`config.mk`:
```
export PLATFORM = sky130hd
export DESIGN_NAME = alu_cmd_sequencer
export DESIGN_NICKNAME = d
export VERILOG_FILES = /design/src/rtl/alu_cmd_sequencer.sv
export SDC_FILE = /design/constraint.sdc
export NUM_CORES = 1
export LEC_CHECK = 0
export CAP_MARGIN = 10
export CORE_MARGIN = 3
export CORE_UTILIZATION = 37
export CTS_CLUSTER_DIAMETER = 60
export CTS_CLUSTER_SIZE = 16
export DETAILED_ROUTE_END_ITERATION = 8
export GPL_TIMING_DRIVEN = 1
export PLACE_DENSITY = 0.75
export RECOVER_POWER = 25
export SYNTH_ARGS = -nofsm -noshare
export SYNTH_HDL_FRONTEND = slang
export SYNTH_SLANG_ARGS = --single-unit
```
`constraint.sdc`:
```
create_clock -name clk -period 1.5 [get_ports clk]
set_clock_uncertainty 0.1 [all_clocks]
set_input_delay 0.3 -clock clk [delete_from_list [all_inputs] [get_ports clk]]
set_output_delay 0.3 -clock clk [all_outputs]
set_load 0.02 [all_outputs]
```
`src/rtl/alu_cmd_sequencer.sv`:
```
// alu_cmd_sequencer: Moore control sequencer for one register-file/ALU command at a time.
// Latency from the edge that samples s to w=1: MOVI 2, MOVR 4, CMP 4, ALU 5 clocks.
// Backpressure: w=1 only in WAIT; s is ignored while a command is in flight.
// Optional build macro ALU_SEQ_PERF_EN adds a 16-bit completed-command counter (cmd_count).
module alu_cmd_sequencer #(
    parameter int RN_W  = 3,
    parameter int IMM_W = 16
) (
    input  logic             clk,
    input  logic             reset,
    input  logic             s,
    input  logic [1:0]       cmd,
    input  logic [1:0]       op,
    input  logic [RN_W-1:0]  rn,
    input  logic [RN_W-1:0]  rd,
    input  logic [RN_W-1:0]  rm,
    input  logic [IMM_W-1:0] imm,
    output logic             w,
    output logic [RN_W-1:0]  readnum,
    output logic [RN_W-1:0]  writenum,
    output logic             write,
    output logic             loada,
    output logic             loadb,
    output logic             loadc,
    output logic             loads,
    output logic             asel,
    output logic             vsel,
    output logic [1:0]       aluop,
`ifdef ALU_SEQ_PERF_EN
    output logic [15:0]      cmd_count,
`endif
    output logic [IMM_W-1:0] imm_q
);

    localparam logic [1:0] CMD_MOVI = 2'b00;
    localparam logic [1:0] CMD_MOVR = 2'b01;
    localparam logic [1:0] CMD_ALU  = 2'b10;
    localparam logic [1:0] CMD_CMP  = 2'b11;

    localparam logic [1:0] OP_ADD = 2'b00;
    localparam logic [1:0] OP_SUB = 2'b01;

    typedef enum logic [2:0] {
        ST_WAIT  = 3'd0,
        ST_LOADA = 3'd1,
        ST_LOADB = 3'd2,
        ST_EXEC  = 3'd3,
        ST_WRITE = 3'd4,
        ST_WRIMM = 3'd5
    } state_t;

    state_t            state_q, state_d;
    logic [1:0]        cmd_q, cmd_d;
    logic [1:0]        op_q, op_d;
    logic [RN_W-1:0]   rn_q, rn_d;
    logic [RN_W-1:0]   rd_q, rd_d;
    logic [RN_W-1:0]   rm_q, rm_d;
    logic [IMM_W-1:0]  imm_d;

    // State and captured-command registers; reset drops any in-flight command.
    always_ff @(posedge clk or posedge reset) begin
        if (reset) begin
            state_q <= ST_WAIT;
            cmd_q   <= CMD_MOVI;
            op_q    <= OP_ADD;
            rn_q    <= '0;
            rd_q    <= '0;
            rm_q    <= '0;
            imm_q   <= '0;
        end else begin
            state_q <= state_d;
            cmd_q   <= cmd_d;
            op_q    <= op_d;
            rn_q    <= rn_d;
            rd_q    <= rd_d;
            rm_q    <= rm_d;
            imm_q   <= imm_d;
        end
    end

    // Next state and command capture; fields are only reloaded when a command starts.
    always_comb begin
        state_d = state_q;
        cmd_d   = cmd_q;
        op_d    = op_q;
        rn_d    = rn_q;
        rd_d    = rd_q;
        rm_d    = rm_q;
        imm_d   = imm_q;
        case (state_q)
            ST_WAIT: begin
                if (s) begin
                    cmd_d = cmd;
                    op_d  = op;
                    rn_d  = rn;
                    rd_d  = rd;
                    rm_d  = rm;
                    imm_d = imm;
                    case (cmd)
                        CMD_MOVI: state_d = ST_WRIMM;
                        CMD_MOVR: state_d = ST_LOADB;
                        default:  state_d = ST_LOADA;
                    endcase
                end
            end
            ST_LOADA: state_d = ST_LOADB;
            ST_LOADB: state_d = ST_EXEC;
            // A compare only updates status flags, so it skips write-back.
            ST_EXEC:  state_d = (cmd_q == CMD_CMP) ? ST_WAIT : ST_WRITE;
            ST_WRITE: state_d = ST_WAIT;
            ST_WRIMM: state_d = ST_WAIT;
            default:  state_d = ST_WAIT;
        endcase
    end

    // Moore output decode: every control line is a function of state and captured fields.
    always_comb begin
        w        = 1'b0;
        readnum  = '0;
        writenum = '0;
        write    = 1'b0;
        loada    = 1'b0;
        loadb    = 1'b0;
        loadc    = 1'b0;
        loads    = 1'b0;
        asel     = 1'b0;
        vsel     = 1'b0;
        aluop    = OP_ADD;
        case (state_q)
            ST_WAIT: begin
                w = 1'b1;
            end
            ST_LOADA: begin
                readnum = rn_q;
                loada   = 1'b1;
            end
            ST_LOADB: begin
                readnum = rm_q;
                loadb   = 1'b1;
            end
            ST_EXEC: begin
                loadc = 1'b1;
                case (cmd_q)
                    CMD_ALU: begin
                        aluop = op_q;
                        loads = 1'b1;
                    end
                    CMD_CMP: begin
                        aluop = OP_SUB;
                        loads = 1'b1;
                    end
                    default: begin
                        // MOVR passes B through as 0 + B without touching flags.
                        aluop = OP_ADD;
                        asel  = 1'b1;
                    end
                endcase
            end
            ST_WRITE: begin
                writenum = rd_q;
                write    = 1'b1;
            end
            ST_WRIMM: begin
                writenum = rd_q;
                write    = 1'b1;
                vsel     = 1'b1;
            end
            default: begin
                w = 1'b1;
            end
        endcase
    end

`ifdef ALU_SEQ_PERF_EN
    logic [15:0] cmd_count_q, cmd_count_d;
    logic        cmd_done;

    // A command completes on the last step before returning to WAIT.
    always_comb begin
        cmd_done    = (state_q == ST_WRITE) || (state_q == ST_WRIMM) ||
                      ((state_q == ST_EXEC) && (cmd_q == CMD_CMP));
        cmd_count_d = cmd_count_q;
        if (cmd_done) begin
            cmd_count_d = cmd_count_q + 16'd1;
        end
    end

    // Completed-command counter, free-running with natural wrap.
    always_ff @(posedge clk or posedge reset) begin
        if (reset) begin
            cmd_count_q <= '0;
        end else begin
            cmd_count_q <= cmd_count_d;
        end
    end

    assign cmd_count = cmd_count_q;
`endif

endmodule

```
# Yosys cells after proc, flatten, opt, wreduce, memory -nomap -nowiden
# Index checks and enable logic that the tools add are counted.
dict set report classes {
  eq_ne 9
  order_cmp 0
  div 0
  muxes 18
  mul 0
  reduce_logical 6
  bitwise 0
  addsub 0
  n_shift 0
}
# op count
set ops {}
lappend ops {{one-hot mux 3 bit (2 select lines)} 2}
lappend ops {{one-hot mux 3 bit (4 select lines)} 1}
lappend ops {{two-way mux 1 bit} 10}
lappend ops {{two-way mux 3 bit} 3}
lappend ops {{== test 3 x 2 -> 1 bit (second input constant)} 2}
lappend ops {{== test 3 bit (second input constant)} 2}
lappend ops {{OR reduction 5 bit} 1}
lappend ops {{== test 2 bit (second input constant)} 2}
lappend ops {{one-hot mux 2 bit (2 select lines)} 1}
lappend ops {{OR reduction 2 bit} 2}
lappend ops {{== test 3 x 1 -> 1 bit (second input constant)} 1}
lappend ops {{logical NOT 3 bit} 1}
lappend ops {{== test 2 x 1 -> 1 bit (second input constant)} 1}
lappend ops {{logical NOT 2 bit} 1}
lappend ops {{two-way mux 2 bit} 1}
lappend ops {{inequality test 2 bit (second input constant)} 1}
lappend ops {{AND reduction 2 bit} 1}
dict set report totals {
  latchBits 0
  mem_bits_rw 0
  n_memories 0
  inputBits 32
  word_cells 40
  romBits 0
  output_inout_bits 32
  regBits 32
}

# Depth between registers and ports, before layout
dict set report depth {
  word_depth 4
  mapped_depth 5
  depth_no_buf 3
}

# Least setup slack after synthesis
# OpenSTA, ideal clock, no wires.
dict set report synth_path {
  kind {register -> output}
  from {reg state_q[0]}
  to {out readnum[0]}
  required_time_ns 1.100
  stages_incl_launch_ff 4
  arrival_time_ns 1.609
  path_buffers 1
  setup_slack_ns -0.509
  path_cell_list {dfrtp_1 -> buf_6 -> nor3b_1 -> a22o_1}
}
dict set report synth_via {
  elab_chain_len 2
  word_cells_on_any_way 3
  cone_classes {eq/ne (2); mux (1)}
}
# element line_no
set synth_lines {}
lappend synth_lines {{from (decl)} 52} ;# state_t state_q, state_d;
lappend synth_lines {{from (signal assigned)} 71} ;# state_q <= state_d;
lappend synth_lines {{== test 3 x 2 -> 1 bit / == test 3 x 1 -> 1 bit (equally long branches)} 129} ;# case (state_q)
lappend synth_lines {{one-hot mux 3 bit (2 select lines) *} 129}
lappend synth_lines {{to (decl)} 19} ;# output logic [RN_W-1:0] readnum,
# Every way passes the cells marked *; elsewhere a longest branch is shown, timed or not.

# Worst setup path after layout
dict set report layout_path {
  from {reg state_q[2]}
  to {out readnum[2]}
}
# Same word-level chain as after synthesis.

==> results.yml <==
global_route:
  grt_pass1_wl_um: 6020
  grt_pass1_vias: 1221
  antenna_found_initial: 0
  grt_usage_pct: 17.8
  grt-ovfl-total: 0
  grt_max_degree: 20
clock_tree:
  clock-root-buffer: "clkbuf_8"
  cts_tree: "done"
  cts.path.max_buffers: 2
  clock_latency_ps: 280
  numCtsBuffers: 5
  clock-sinks: 32
  cts-hold-fix-buffers: 0
  ctsHtreeMaxLevel: 2
  clkTransAtPathRegs_ps: 70
layout:
  num_antenna_cells: 0
  nets: 218
  area_delta_synth_final_pct: 74.4
  drive_above_1_share_pct: 48.7
hold_path:
  whs_path_depth: 1
  hold_start: "imm_q[12]$_DFFE_PP0P_"
  min_to: "imm_q[12]$_DFFE_PP0P_"
  min_path_type: "reg2reg"
critical_path:
  rrSetupSlack_ps: -250
  reg2reg_to: "op_q[0]$_DFFE_PP0P_"
  r2r.worst_path.cells: 6
  cp_max_fo: 6
  crit_buf_inv: 2
  cp-end-kind: "primary output"
  critPathKind: "reg2out"
  rr_startpoint: "state_q[1]$_DFFE_PP0P_"
  cp.required_ps: 1100
  crit_chain: "buf_6 -> nor3b_4 -> a22o_1 -> buf_6"
  max_stage_delay_ps: 390
  path_delay_family: "flip-flops"
  startpoint_type: "flop"
  critPathArrivalTime_ps: 1380
  cpMostUsedCell: "buf_6"
  cp_slowest_cell: "dfrtp_1"
sta:
  post-route-period-util_pct: 118
  slew_headroom_pct: 55.0
  drv_slew: 0
  worst_pin_slew_ps: 675
  setup_viol: 45
  hold_viol_final: 0
  rsz0062_at_grt: "true"
  worst_slack_ps: -276
  max_freq_mhz: 563
  fin_crit_ps: 1780
synth:
  syn_inst: 99
  synth_seq_cells: 32
  synth_cell_types: 26
  yosysWarnings: 0
  yosysSeqAreaShare_pct: 54.9
  syn_nets: 131
  netlist_area_um2: 1460
  avgSynthCellArea_um2: 14.7
routing:
  drt_iter0_drc: 9
  viasPerCell: 4.72
  ant_nets: 0
  drc: 0
  vias: 1110
  wirelength_um: 3660
  dr.pass1.iters: 4
  routedWlPerCell_um: 15.6
die:
  rows: 22
  die_h_um: 68.8
  die_w_um: 68.8
  core_area_um2: 3740
  initial_core_util_pct: 39.0
  io_pins: 64
  die_area_um2: 4730
placed_design:
  gp_congestion: 0.863
  dp_hpwl_um: 2570
  place_ws_ps: -454
  io_buffers: 63
power:
  total_power_uw: 5580
  leakage_uw: 0.00119
  p_per_area_nw_per_um2: 2190
  vdd_drop_max_mv: 1.15
run_status:
  outcome: "finished with violations"
  violations: "negative setup slack"
flow_run:
  maxCapViolations: 0
-- layout make-up --
| class | count | area, µm² |
|---|---|---|
| Tap cell | 48 | 60.1 |
| Multi-Input combinational cell | 58 | 721 |
| Sequential cell | 32 | 802 |
| Clock buffer | 8 | 90.1 |
| Inverter | 3 | 11.3 |
| Timing Repair Buffer | 86 | 860 |
| Fill cell | 264 | 1200 |
-- state kept, by name (all words and copies together), names as in the netlist --
name,flops
rn_q,3
rd_q,3
imm_q,16
rm_q,3
state_q,3
op_q,2
cmd_q,2
-- synth_stat cells, drive strengths merged --
| library cell | instances | area (µm²) |
|---|---|---|
| and2 | 4 | 26.3 |
| nand2 | 2 | 7.51 |
| nor2 | 2 | 7.51 |
| mux2 | 29 | 364 |
| inv | 3 | 11.3 |
| dfrtp | 32 | 801 |
| a211oi | 1 | 7.51 |
| and3b | 1 | 10.0 |
| nand2b | 2 | 20.0 |
| nor2b | 2 | 12.5 |
| a21oi | 2 | 10.0 |
| a22o | 3 | 26.3 |
| or4 | 1 | 7.51 |
| buf | 6 | 72.6 |
| a311oi | 1 | 8.76 |
| nor3b | 3 | 27.5 |
| nand3 | 1 | 5.00 |
| a21o | 1 | 7.51 |
| nor3 | 3 | 26.3 |
-- where the power goes --
part	internal [µW]	leakage, µW	switching (µW)	total, µW
Combinational	1910	0.000769	1370	3280
Sequential	1320	0.000379	307	1620
Clock	374	0.0000455	300	673
-- cells in the final DEF, fill, tap and decap left out, types with 2 or more instances in the layout --
cell              n
and2_4            4
inv_1             2
nor3_1            2
clkbuf_8          6
buf_6            20
nor2b_4           2
buf_4            14
dfrtp_1          31
mux2_4           29
clkdlybuf4s50_1  30
buf_12            3
dlygate4sd2_1    16
nor3b_4           3
clkbuf_1          3
a22o_1            3
-- layer usage --
| layer | track usage (%) | up-vias | wire [µm] |
|---|---|---|---|
| met4 | 5.11 | 0 | 15 |
| li1 | - | 520 | - |
| met5 | 0 | - | 0 |
| met3 | 6.00 | 3 | 286 |
| met2 | 30.6 | 47 | 1900 |
| met1 | 20.9 | 540 | 1460 |
-- cell families (layout without fill, tap and decap cells) --
| logic type | Yosys count | count (layout) | share of synthesized area (%) |
|---|---|---|---|
| flip-flops | 32 | 32 | 54.9 |
| AO/OA/AOI/OAI | 8 | 8 | 4.12 |
| AND/OR/NAND/NOR | 21 | 21 | 10.3 |
| buffers and inverters | 9 | 97 | 5.75 |
| multiplexers | 29 | 29 | 25.0 |
-- repair_timing --
| item | 4_1_cts | 5_1_grt |
|---|---|---|
| setup endpoints to repair | 61 | 46 |
| resized for setup | 143 | 7 |
| buffers inserted | 4 | 4 |
| cloned | 3 | 0 |
| pin swaps | 9 | 8 |
-- per-stage QoR --
| step | hold slack (ps) | instances | TNS (ps) | util (%) | cell area [µm²] |
|---|---|---|---|---|---|
| after global routing | 425 | 235 | -12970 | 67.9 | 2540 |
| after detailed placement | 392 | 218 | -16660 | 59.9 | 2240 |
| final | 406 | 235 | -9560 | 67.9 | 2540 |
| after CTS | 232 | 233 | -8690 | 67.7 | 2530 |
| after floorplan | 316 | 99 | -376 | - | 1510 |
| after global placement | 384 | 218 | -16130 | 59.9 | 2240 |
-- worst max-delay path by stage --
stage                                      start          to  slack, ps  cells past startpoint
after floorplan           state_q[0]$_DFFE_PP0P_  readnum[0]        -90                      3
after global placement    state_q[2]$_DFFE_PP0P_  readnum[2]       -410                      4
after detailed placement  state_q[2]$_DFFE_PP0P_  readnum[0]       -450                      4
after CTS                 state_q[2]$_DFFE_PP0P_  readnum[2]       -300                      4
after global routing      state_q[2]$_DFFE_PP0P_  readnum[1]       -340                      4
final                     state_q[2]$_DFFE_PP0P_  readnum[2]       -280                      4
Power figures use the tool's default switching activity.
